`src/rtl/cordic_pkg.sv`:
```
// Purpose : shared types and constants for the CORDIC controller block.
// Contents: FSM state enum, Q2.30 format constants, canonical NaN,
//           default iteration count, and the float range-check helper.
package cordic_pkg;

  // Controller states, in sequencing order.
  typedef enum logic [2:0] {
    ST_IDLE = 3'd0,
    ST_LOAD = 3'd1,
    ST_ITER = 3'd2,
    ST_PACK = 3'd3,
    ST_DONE = 3'd4
  } state_t;

  // Signed fixed-point angle format fed to the datapath: 2 integer bits
  // (including sign) and 30 fraction bits, covering [-2, 2).
  localparam int Q_WIDTH = 32;
  localparam int Q_FRAC  = 30;

  // Quiet NaN returned for operands the controller refuses to process.
  localparam logic [31:0] NAN_CANON = 32'h7FC0_0000;

  // Default number of CORDIC micro-rotations.
  localparam int N_ITER_DEFAULT = 22;

  // True when |f| > 1.0, including Inf and NaN (exponent field 255 is
  // already greater than 127, so no separate test is needed for them).
  function automatic logic float_out_of_range(input logic [31:0] f);
    logic [7:0]  e;
    logic [22:0] m;
    e = f[30:23];
    m = f[22:0];
    return (e > 8'd127) || ((e == 8'd127) && (m != 23'd0));
  endfunction

endpackage

```
`src/rtl/cordic_ctrl_unpack.sv`:
```
// Purpose : convert an IEEE-754 single into a signed Q2.30 angle.
// Latency : purely combinational; no backpressure (always ready).
// Ports   : fp  - IEEE-754 single operand
//           q   - signed Q2.30 value, truncated toward zero in magnitude,
//                 saturated to the format limits when |fp| >= 2 or Inf/NaN
module cordic_ctrl_unpack
  import cordic_pkg::*;
(
  input  logic [31:0]        fp,
  output logic [Q_WIDTH-1:0] q
);

  // value * 2^Q_FRAC = sig * 2^(exp - 127 - 23 + Q_FRAC), so the exponent at
  // which the 24-bit significand needs no shift is 150 - Q_FRAC.
  localparam logic [7:0] UNP_BIAS = 8'(150 - Q_FRAC);
  // Largest exponent that still fits below 2.0 in Q2.30.
  localparam logic [7:0] EXP_MAX  = 8'd127;

  logic              sgn;
  logic [7:0]        expo;
  logic [22:0]       mant;
  logic [31:0]       sig;
  logic [31:0]       mag;
  logic              sat;

  always_comb begin
    sgn  = fp[31];
    expo = fp[30:23];
    mant = fp[22:0];
    // Denormals get no hidden bit; they shift out to zero anyway.
    sig  = {8'd0, (expo != 8'd0), mant};
    sat  = 1'b0;
    mag  = 32'd0;

    if (expo > EXP_MAX) begin
      sat = 1'b1;
    end else if (expo >= UNP_BIAS) begin
      // At most 7 places left: 24 + 7 = 31 bits, so the sign bit stays clear.
      mag = sig << (expo - UNP_BIAS);
    end else begin
      mag = sig >> (UNP_BIAS - expo);
    end

    if (sat) begin
      q = sgn ? 32'h8000_0000 : 32'h7FFF_FFFF;
    end else if (sgn) begin
      q = 32'd0 - mag;
    end else begin
      q = mag;
    end
  end

endmodule

```
`src/rtl/cordic_ctrl.sv`:
```
// Purpose : sequencing controller for an external iterative CORDIC datapath
//           (unpack -> load -> N_ITER steps -> pack wait -> done pulse).
// Latency : done N_ITER+RESULT_WAIT+2 enabled cycles after an accepted start;
//           clk_en=0 freezes everything and masks all strobes.
// Backpressure: none; start is only honoured in IDLE and is never queued.
// Ports   : clk, reset_n (sync, active-low), clk_en, start, dataa (float in)
//           done, result, busy, range_err   - completion side
//           dp_load, dp_theta, dp_step, dp_iter, dp_result - datapath side
// Config  : define CORDIC_CTRL_RANGE_CHECK_EN to reject |dataa| > 1 with a
//           NaN result and range_err=1 (no datapath activity).
module cordic_ctrl
  import cordic_pkg::*;
#(
  parameter int N_ITER      = N_ITER_DEFAULT,
  parameter int RESULT_WAIT = 1
) (
  input  logic               clk,
  input  logic               reset_n,
  input  logic               clk_en,
  input  logic               start,
  input  logic [31:0]        dataa,
  output logic               done,
  output logic [31:0]        result,
  output logic               busy,
  output logic               range_err,
  output logic               dp_load,
  output logic [Q_WIDTH-1:0] dp_theta,
  output logic               dp_step,
  output logic [4:0]         dp_iter,
  input  logic [31:0]        dp_result
);

  localparam logic [4:0] ITER_LAST = 5'(N_ITER - 1);
  localparam logic [2:0] WAIT_LAST = 3'(RESULT_WAIT - 1);

  state_t             state;
  logic               load_q;
  logic               step_q;
  logic               done_q;
  logic [2:0]         wait_cnt;
  logic [Q_WIDTH-1:0] theta_unp;

  cordic_ctrl_unpack u_unpack (
    .fp (dataa),
    .q  (theta_unp)
  );

`ifdef CORDIC_CTRL_RANGE_CHECK_EN
  logic rerr_q;
  logic oor;
  assign oor       = float_out_of_range(dataa);
  assign range_err = rerr_q;
`else
  assign range_err = 1'b0;
`endif

  // Strobes are held in registers so a stall resumes with the same strobe;
  // masking them here keeps every strobe aligned with an advancing cycle.
  assign dp_load = load_q & clk_en;
  assign dp_step = step_q & clk_en;
  assign done    = done_q & clk_en;
  assign busy    = (state != ST_IDLE);

  always_ff @(posedge clk) begin
    if (!reset_n) begin
      state    <= ST_IDLE;
      load_q   <= 1'b0;
      step_q   <= 1'b0;
      done_q   <= 1'b0;
      wait_cnt <= 3'd0;
      dp_iter  <= 5'd0;
      dp_theta <= '0;
      result   <= 32'd0;
`ifdef CORDIC_CTRL_RANGE_CHECK_EN
      rerr_q   <= 1'b0;
`endif
    end else if (clk_en) begin
      case (state)
        ST_IDLE: begin
          if (start) begin
            dp_theta <= theta_unp;
            dp_iter  <= 5'd0;
`ifdef CORDIC_CTRL_RANGE_CHECK_EN
            if (oor) begin
              // Rejected operand: skip the datapath entirely.
              state  <= ST_DONE;
              done_q <= 1'b1;
              result <= NAN_CANON;
              rerr_q <= 1'b1;
            end else begin
              state  <= ST_LOAD;
              load_q <= 1'b1;
            end
`else
            state  <= ST_LOAD;
            load_q <= 1'b1;
`endif
          end
        end

        ST_LOAD: begin
          load_q <= 1'b0;
          step_q <= 1'b1;
          state  <= ST_ITER;
        end

        ST_ITER: begin
          if (dp_iter == ITER_LAST) begin
            step_q   <= 1'b0;
            dp_iter  <= 5'd0;
            wait_cnt <= 3'd0;
            state    <= ST_PACK;
          end else begin
            dp_iter <= dp_iter + 5'd1;
          end
        end

        ST_PACK: begin
          if (wait_cnt == WAIT_LAST) begin
            result <= dp_result;
            done_q <= 1'b1;
            state  <= ST_DONE;
          end else begin
            wait_cnt <= wait_cnt + 3'd1;
          end
        end

        ST_DONE: begin
          done_q <= 1'b0;
          state  <= ST_IDLE;
`ifdef CORDIC_CTRL_RANGE_CHECK_EN
          rerr_q <= 1'b0;
`endif
        end

        default: begin
          state <= ST_IDLE;
        end
      endcase
    end
  end

endmodule

```
`config.mk`:
```
export PLATFORM = sky130hd
export DESIGN_NAME = cordic_ctrl
export DESIGN_NICKNAME = d
export VERILOG_FILES = /design/src/rtl/cordic_pkg.sv /design/src/rtl/cordic_ctrl_unpack.sv /design/src/rtl/cordic_ctrl.sv
export SDC_FILE = /design/constraint.sdc
export NUM_CORES = 1
export LEC_CHECK = 0
export CAP_MARGIN = 20
export CORE_MARGIN = 2
export CORE_UTILIZATION = 58
export DETAILED_ROUTE_END_ITERATION = 8
export GPL_TIMING_DRIVEN = 0
export PLACE_DENSITY_LB_ADDON = 0.25
export SYNTH_ARGS = -nofsm -noshare
export SYNTH_HDL_FRONTEND = slang
export SYNTH_SLANG_ARGS = --single-unit
```
`constraint.sdc`:
```
create_clock -name clk -period 8.2 [get_ports clk]
set_input_delay 1.64 -clock clk [delete_from_list [all_inputs] [get_ports clk]]
set_output_delay 1.64 -clock clk [all_outputs]
set_load 0.005 [all_outputs]
```
# ---- Word level (Yosys, flattened, before mapping)
# Cells that the tools add are included.
dict set report op_classes {
  add_sub_neg 5
  mul 0
  div 0
  n_lt_le_gt_ge 2
  eq_ne 9
  shifts 2
  mux 22
  n_bitwise 3
  reduce_logical 17
}
# operator n
set ops {}
lappend ops {{$mux W32} 5}
lappend ops {{$shl A24 B8 Y32} 1}
lappend ops {{$shr A24 B8 Y32} 1}
lappend ops {{$sub A1 B32 Y32 const A} 1}
lappend ops {{$reduce_and A3 Y1} 6}
lappend ops {{$mux W3} 5}
lappend ops {{$pmux W3 S4} 1}
lappend ops {{$mux W5} 2}
lappend ops {{$pmux W5 S2} 1}
lappend ops {{$reduce_bool A2 Y1} 5}
lappend ops {{$ge A8 B7 Y1 const B} 1}
lappend ops {{$gt A8 B7 Y1 const B} 1}
lappend ops {{$ne A2 B2 Y1 const B} 4}
lappend ops {{$reduce_and A4 Y1} 2}
lappend ops {{$reduce_bool A8 Y1} 1}
lappend ops {{$sub A7 B8 Y8 const A} 1}
lappend ops {{$sub A8 B7 Y8 const B} 1}
lappend ops {{$eq A3 B2 Y1 const B} 2}
lappend ops {{$logic_not A3 Y1} 2}
lappend ops {{$pmux W1 S2} 3}
lappend ops {{$pmux W3 S2} 1}
lappend ops {{$add A5 B1 Y5 const B} 1}
lappend ops {{$eq A5 B5 Y1 const B} 1}
lappend ops {{$mux W1} 4}
lappend ops {{other kinds (5)} 7}
dict set report totals {
  ff_bits 78
  latch_bits 0
  ramBits 0
  rom_bits 0
  word_cells 68
  mem_count 0
}

# ---- Longest topological paths before layout
dict set report depth {
  depth_word 7
  mapped_depth 21
}

# ---- Modules after synthesis
# Synthesis repeated with hierarchy kept, for this count alone.
dict set report unflattened {
  cells_unflattened 1097
  hier_area_um2 8186.6
}
# mod instances cells_each area_per_inst_um2
set modules_own_cells {}
lappend modules_own_cells {cordic_ctrl_unpack 1 720 5089.9}
lappend modules_own_cells {cordic_ctrl 1 377 3096.7}

# ---- Least setup slack after synthesis
# OpenSTA, ideal clock, no wires.
dict set report synth_timing {
  path_kind {in2reg}
  from {input dataa[23]}
  to {register dp_theta[28]}
  setup_time_ns 0.074
  arrival_ns 5.788
  setup_slack_ns 2.337
  stages 20
  path_buffers 6
  cell_sequence {buf_6 buf_8 inv_4 clkbuf_1 ha_1 buf_2 buf_6 clkbuf_1 mux4_2 nand2_1 o21ai_0 a41oi_1 o31a_1 ha_1 inv_1 nor4b_4 nand4_4 or2_4 or3_1 a31oi_1}
}
dict set report synth_between {
  elab_chain_cells 7
  word_cells_on_any_way 13
  cone_classes {add/sub (3); order compare (2); shift (2); mux (5); reduce/logical (1)}
}
# item line
set synth_lines {}
lappend synth_lines {{from (decl)} cordic_ctrl.sv:21} ;# input logic [31:0] dataa,
lappend synth_lines {{$sub A7 B8 Y8 (tied with other cells)} cordic_ctrl_unpack.sv:41} ;# mag = sig >> (UNP_BIAS - expo);
lappend synth_lines {{$shr A24 B8 Y32 or $shl A24 B8 Y32 (tied branches)} {cordic_ctrl_unpack.sv:41, cordic_ctrl_unpack.sv:39}}
lappend synth_lines {{$mux W32} cordic_ctrl_unpack.sv:37} ;# end else if (expo >= UNP_BIAS) begin
lappend synth_lines {{$mux W32} cordic_ctrl_unpack.sv:35} ;# if (expo > EXP_MAX) begin
lappend synth_lines {{$sub A1 B32 Y32} cordic_ctrl_unpack.sv:47} ;# q = 32'd0 - mag;
lappend synth_lines {{$mux W32} cordic_ctrl_unpack.sv:46} ;# end else if (sgn) begin
lappend synth_lines {{$mux W32 *} cordic_ctrl_unpack.sv:44} ;# if (sat) begin
lappend synth_lines {{to (signal assigned)} cordic_ctrl.sv:81} ;# dp_theta <= theta_unp;
lappend synth_lines {{to (decl)} cordic_ctrl.sv:27} ;# output logic [Q_WIDTH-1:0] dp_theta,
# Mark *: on every way between the ends. The rest lies on a longest branch, timed or not.
# A chain may end at the register's enable or synchronous reset.

# ---- Worst setup path in the final report
# Same ends and word-level chain as after synthesis.

==> impl_metrics.tcl <==
set metrics [dict create \
    status "finished, final reports clean" \
    cts_hold_buf 0 \
    ff2ff_setup_slack_ps 5590 \
    post-route-drc-count 0 \
    preCtsSetupSlack_ps 422 \
    startpoint "dataa[23]" \
    first_pass_iters 6 \
    numClockSinks 78 \
    endpoint_kind "flop" \
    ir_drop_v 0.000127 \
    worstPathArrival_ps 8040 \
    ys_warn_count 0 \
    postSynthCellCount 965 \
    hold_path.startpoint "result[14]$_SDFFE_PN0P_" \
    layout.nets 1190 \
    grt-ovfl-total 0 \
    r2r_start "state[1]$_SDFFE_PN0P_" \
    routedWlPerCell_um 23.1 \
    hp-class "reg -> reg" \
    clockRootBuffer "clkbuf_16" \
    finalHoldViolCount 0 \
    syn_area_per_cell_um2 7.84 \
    place_area_um2 9170 \
    syn_area_um2 7570 \
    track_usage_pct 41.2 \
    grt_pass1_wl_um 46200 \
    cp.required_ps 8470 \
    port_buffers 138 \
    die-height_um 118 \
    maxCapViolations 0 \
    setup_slack_ps 426 \
    finalCritPeriodShare_pct 94.8 \
    min_to "result[14]$_SDFFE_PN0P_" \
    rows 41 \
    numCtsBuffers 9 \
    hpwl_um 22500 \
    drive_above_1_share_pct 11.6 \
    worstHoldPathCells 2 \
    fmax_ghz 0.129 \
    yosysSeqAreaShare_pct 20.6 \
    post_cts_buffers 0 \
    p_leak_nw 3.47 \
    cts_tree "done" \
    viasPerCell 7.06 \
    die_area_um2 14000 \
    fin_skew_ps 6.32 \
    syn_nets 1041 \
    layout_commonest_cell "clkdlybuf4s50_1" \
    synth_edf_count 0 \
    htree_levels 3 \
    power_w 0.00130 \
    setup_viol 0 \
    tightest_slew_ps 822 \
    coreArea_um2 12700 \
    clockBufferDepth 2 \
    synth.top_cell.area_share_pct 20.6 \
    drt_iter0_markers 1629 \
    setup_tns_ps 0 \
    clkLatencyLatePin_ps 350 \
    ios 142 \
    syn2layout_area_growth_pct 25.1 \
    path_clk_slew_ps 60 \
    cp-start-kind "input port" \
    ant_nets 0 \
    critical_path_class "in -> reg" \
    final_cell_mix "clkdlybuf4s50_1, nand2_1, a21oi_1" \
    vias 9118 \
    totalWireLength_um 29800 \
    yosys.area.top_type "dfxtp_1" \
    antenna_found_initial 0 \
    rsz0062_at_grt "false" \
    ys_types 97 \
    synth_flop_cell "dfxtp_1" \
    cts_resized 0 \
    die_w_um 118 \
    diodes 0 \
    r2r_end "dp_theta[24]$_SDFFE_PN0P_" \
    worstRegToRegCells 7 \
    p_per_area_nw_per_um2 138 \
    slew_headroom_pct 44.4 \
    ys_ff_latch 78 \
    grt_max_degree 16 \
    start_util_pct 59.7 \
    place_congestion 1.08 \
    finalInstanceArea_um2 9470 \
    crit_fanout 10 \
    synth_area_leaders "dfxtp_1, mux4_2, mux2i_1, nand2_1, a21oi_1" \
    slew_violations 0 \
    whs_ps 455 \
    synthArstFlopShare_pct 0 \
    period_minus_slack_ps 7770 \
    grt_pass1_vias 8537 \
]
==> final cells by class <==
cell class | instances | area, um^2
multi-input cells | 792 | 5540
fillers | 979 | 3200
flip-flops and latches | 78 | 1560
repair buffers | 138 | 1380
plain buffers | 79 | 404
clock buffers | 9 | 225
well taps | 172 | 215
clock inverters | 7 | 80.1
inverters | 16 | 62.6
==> state kept, by name, summed over array words and instances, names as in the netlist <==
name      count
result       32
wait_cnt      3
done_q        1
state         3
dp_iter       5
load_q        1
step_q        1
dp_theta     32
==> synthesized netlist by cell type, types with 15 or more instances <==
library cell / count
mux2i_1: 49
a21oi_1: 97
nor3_1: 18
a31oi_1: 15
nand2_1: 130
mux2_2: 22
mux4_2: 25
nor2_1: 78
clkbuf_1: 48
dfxtp_1: 78
xor2_1: 16
o21ai_0: 41
nand3_1: 21
o31ai_1: 15
==> kinds of logic after synthesis <==
kind of cell / after synthesis / share of synthesized area [%]
AO/OA/AOI/OAI: 304 / 27.4
XOR/XNOR: 26 / 3.11
adder cells (fa/ha/maj): 8 / 1.32
buffers and inverters: 95 / 6.17
flip-flops: 78 / 20.6
multiplexers: 99 / 17.6
other: 1 / 0.0495
AND/OR/NAND/NOR: 354 / 23.7
==> worst max path at each step <==
stage	cells past startpoint	endpoint	slack (ps)
2_1_floorplan	20	dp_theta[28]$_SDFFE_PN0P_	2340
3_3_place_gp	21	dp_theta[28]$_SDFFE_PN0P_	460
3_5_place_dp	21	dp_theta[28]$_SDFFE_PN0P_	420
4_1_cts	21	dp_theta[28]$_SDFFE_PN0P_	710
5_1_grt	21	dp_theta[28]$_SDFFE_PN0P_	280
6_report	21	dp_theta[28]$_SDFFE_PN0P_	430
==> routing by layer <==
metal	vias to the layer above	share of wire (%)	global-route usage [%]
met2	766	43	64.7
met4	2	4.8	15.2
met5	-	0.14	2.57
met3	168	14	10.7
met1	4234	38	54.2
li1	3948	-	-
==> worst max-delay path, stage by stage <==
cell,delay [ps]
clkdlybuf4s50_1,620
buf_6,230
buf_8,180
inv_4,80
clkbuf_1,330
ha_1,400
buf_2,250
buf_6,200
clkbuf_1,550
mux4_2,520
nand2_1,120
o21ai_0,230
a41oi_1,410
o31a_1,300
ha_1,230
inv_1,80
nor4b_4,510
nand4_4,270
or2_4,330
or3_1,360
a31oi_1,180
==> through the flow <==
step,util [%],instances
5_1_grt,74.8,1291
4_1_cts,74.8,1291
2_1_floorplan,-,965
3_5_place_dp,72.3,1275
3_3_place_gp,72.3,1275
6_report,74.8,1291
==> power breakdown <==
group | internal (W) | switching [W] | total, W
combinational | 0.000199 | 0.000290 | 0.000489
clock | 0.000240 | 0.000172 | 0.000412
sequential | 0.000393 | 0.00000846 | 0.000402
total | 0.000833 | 0.000471 | 0.00130
No activity file was read; power rests on OpenSTA's default activity.
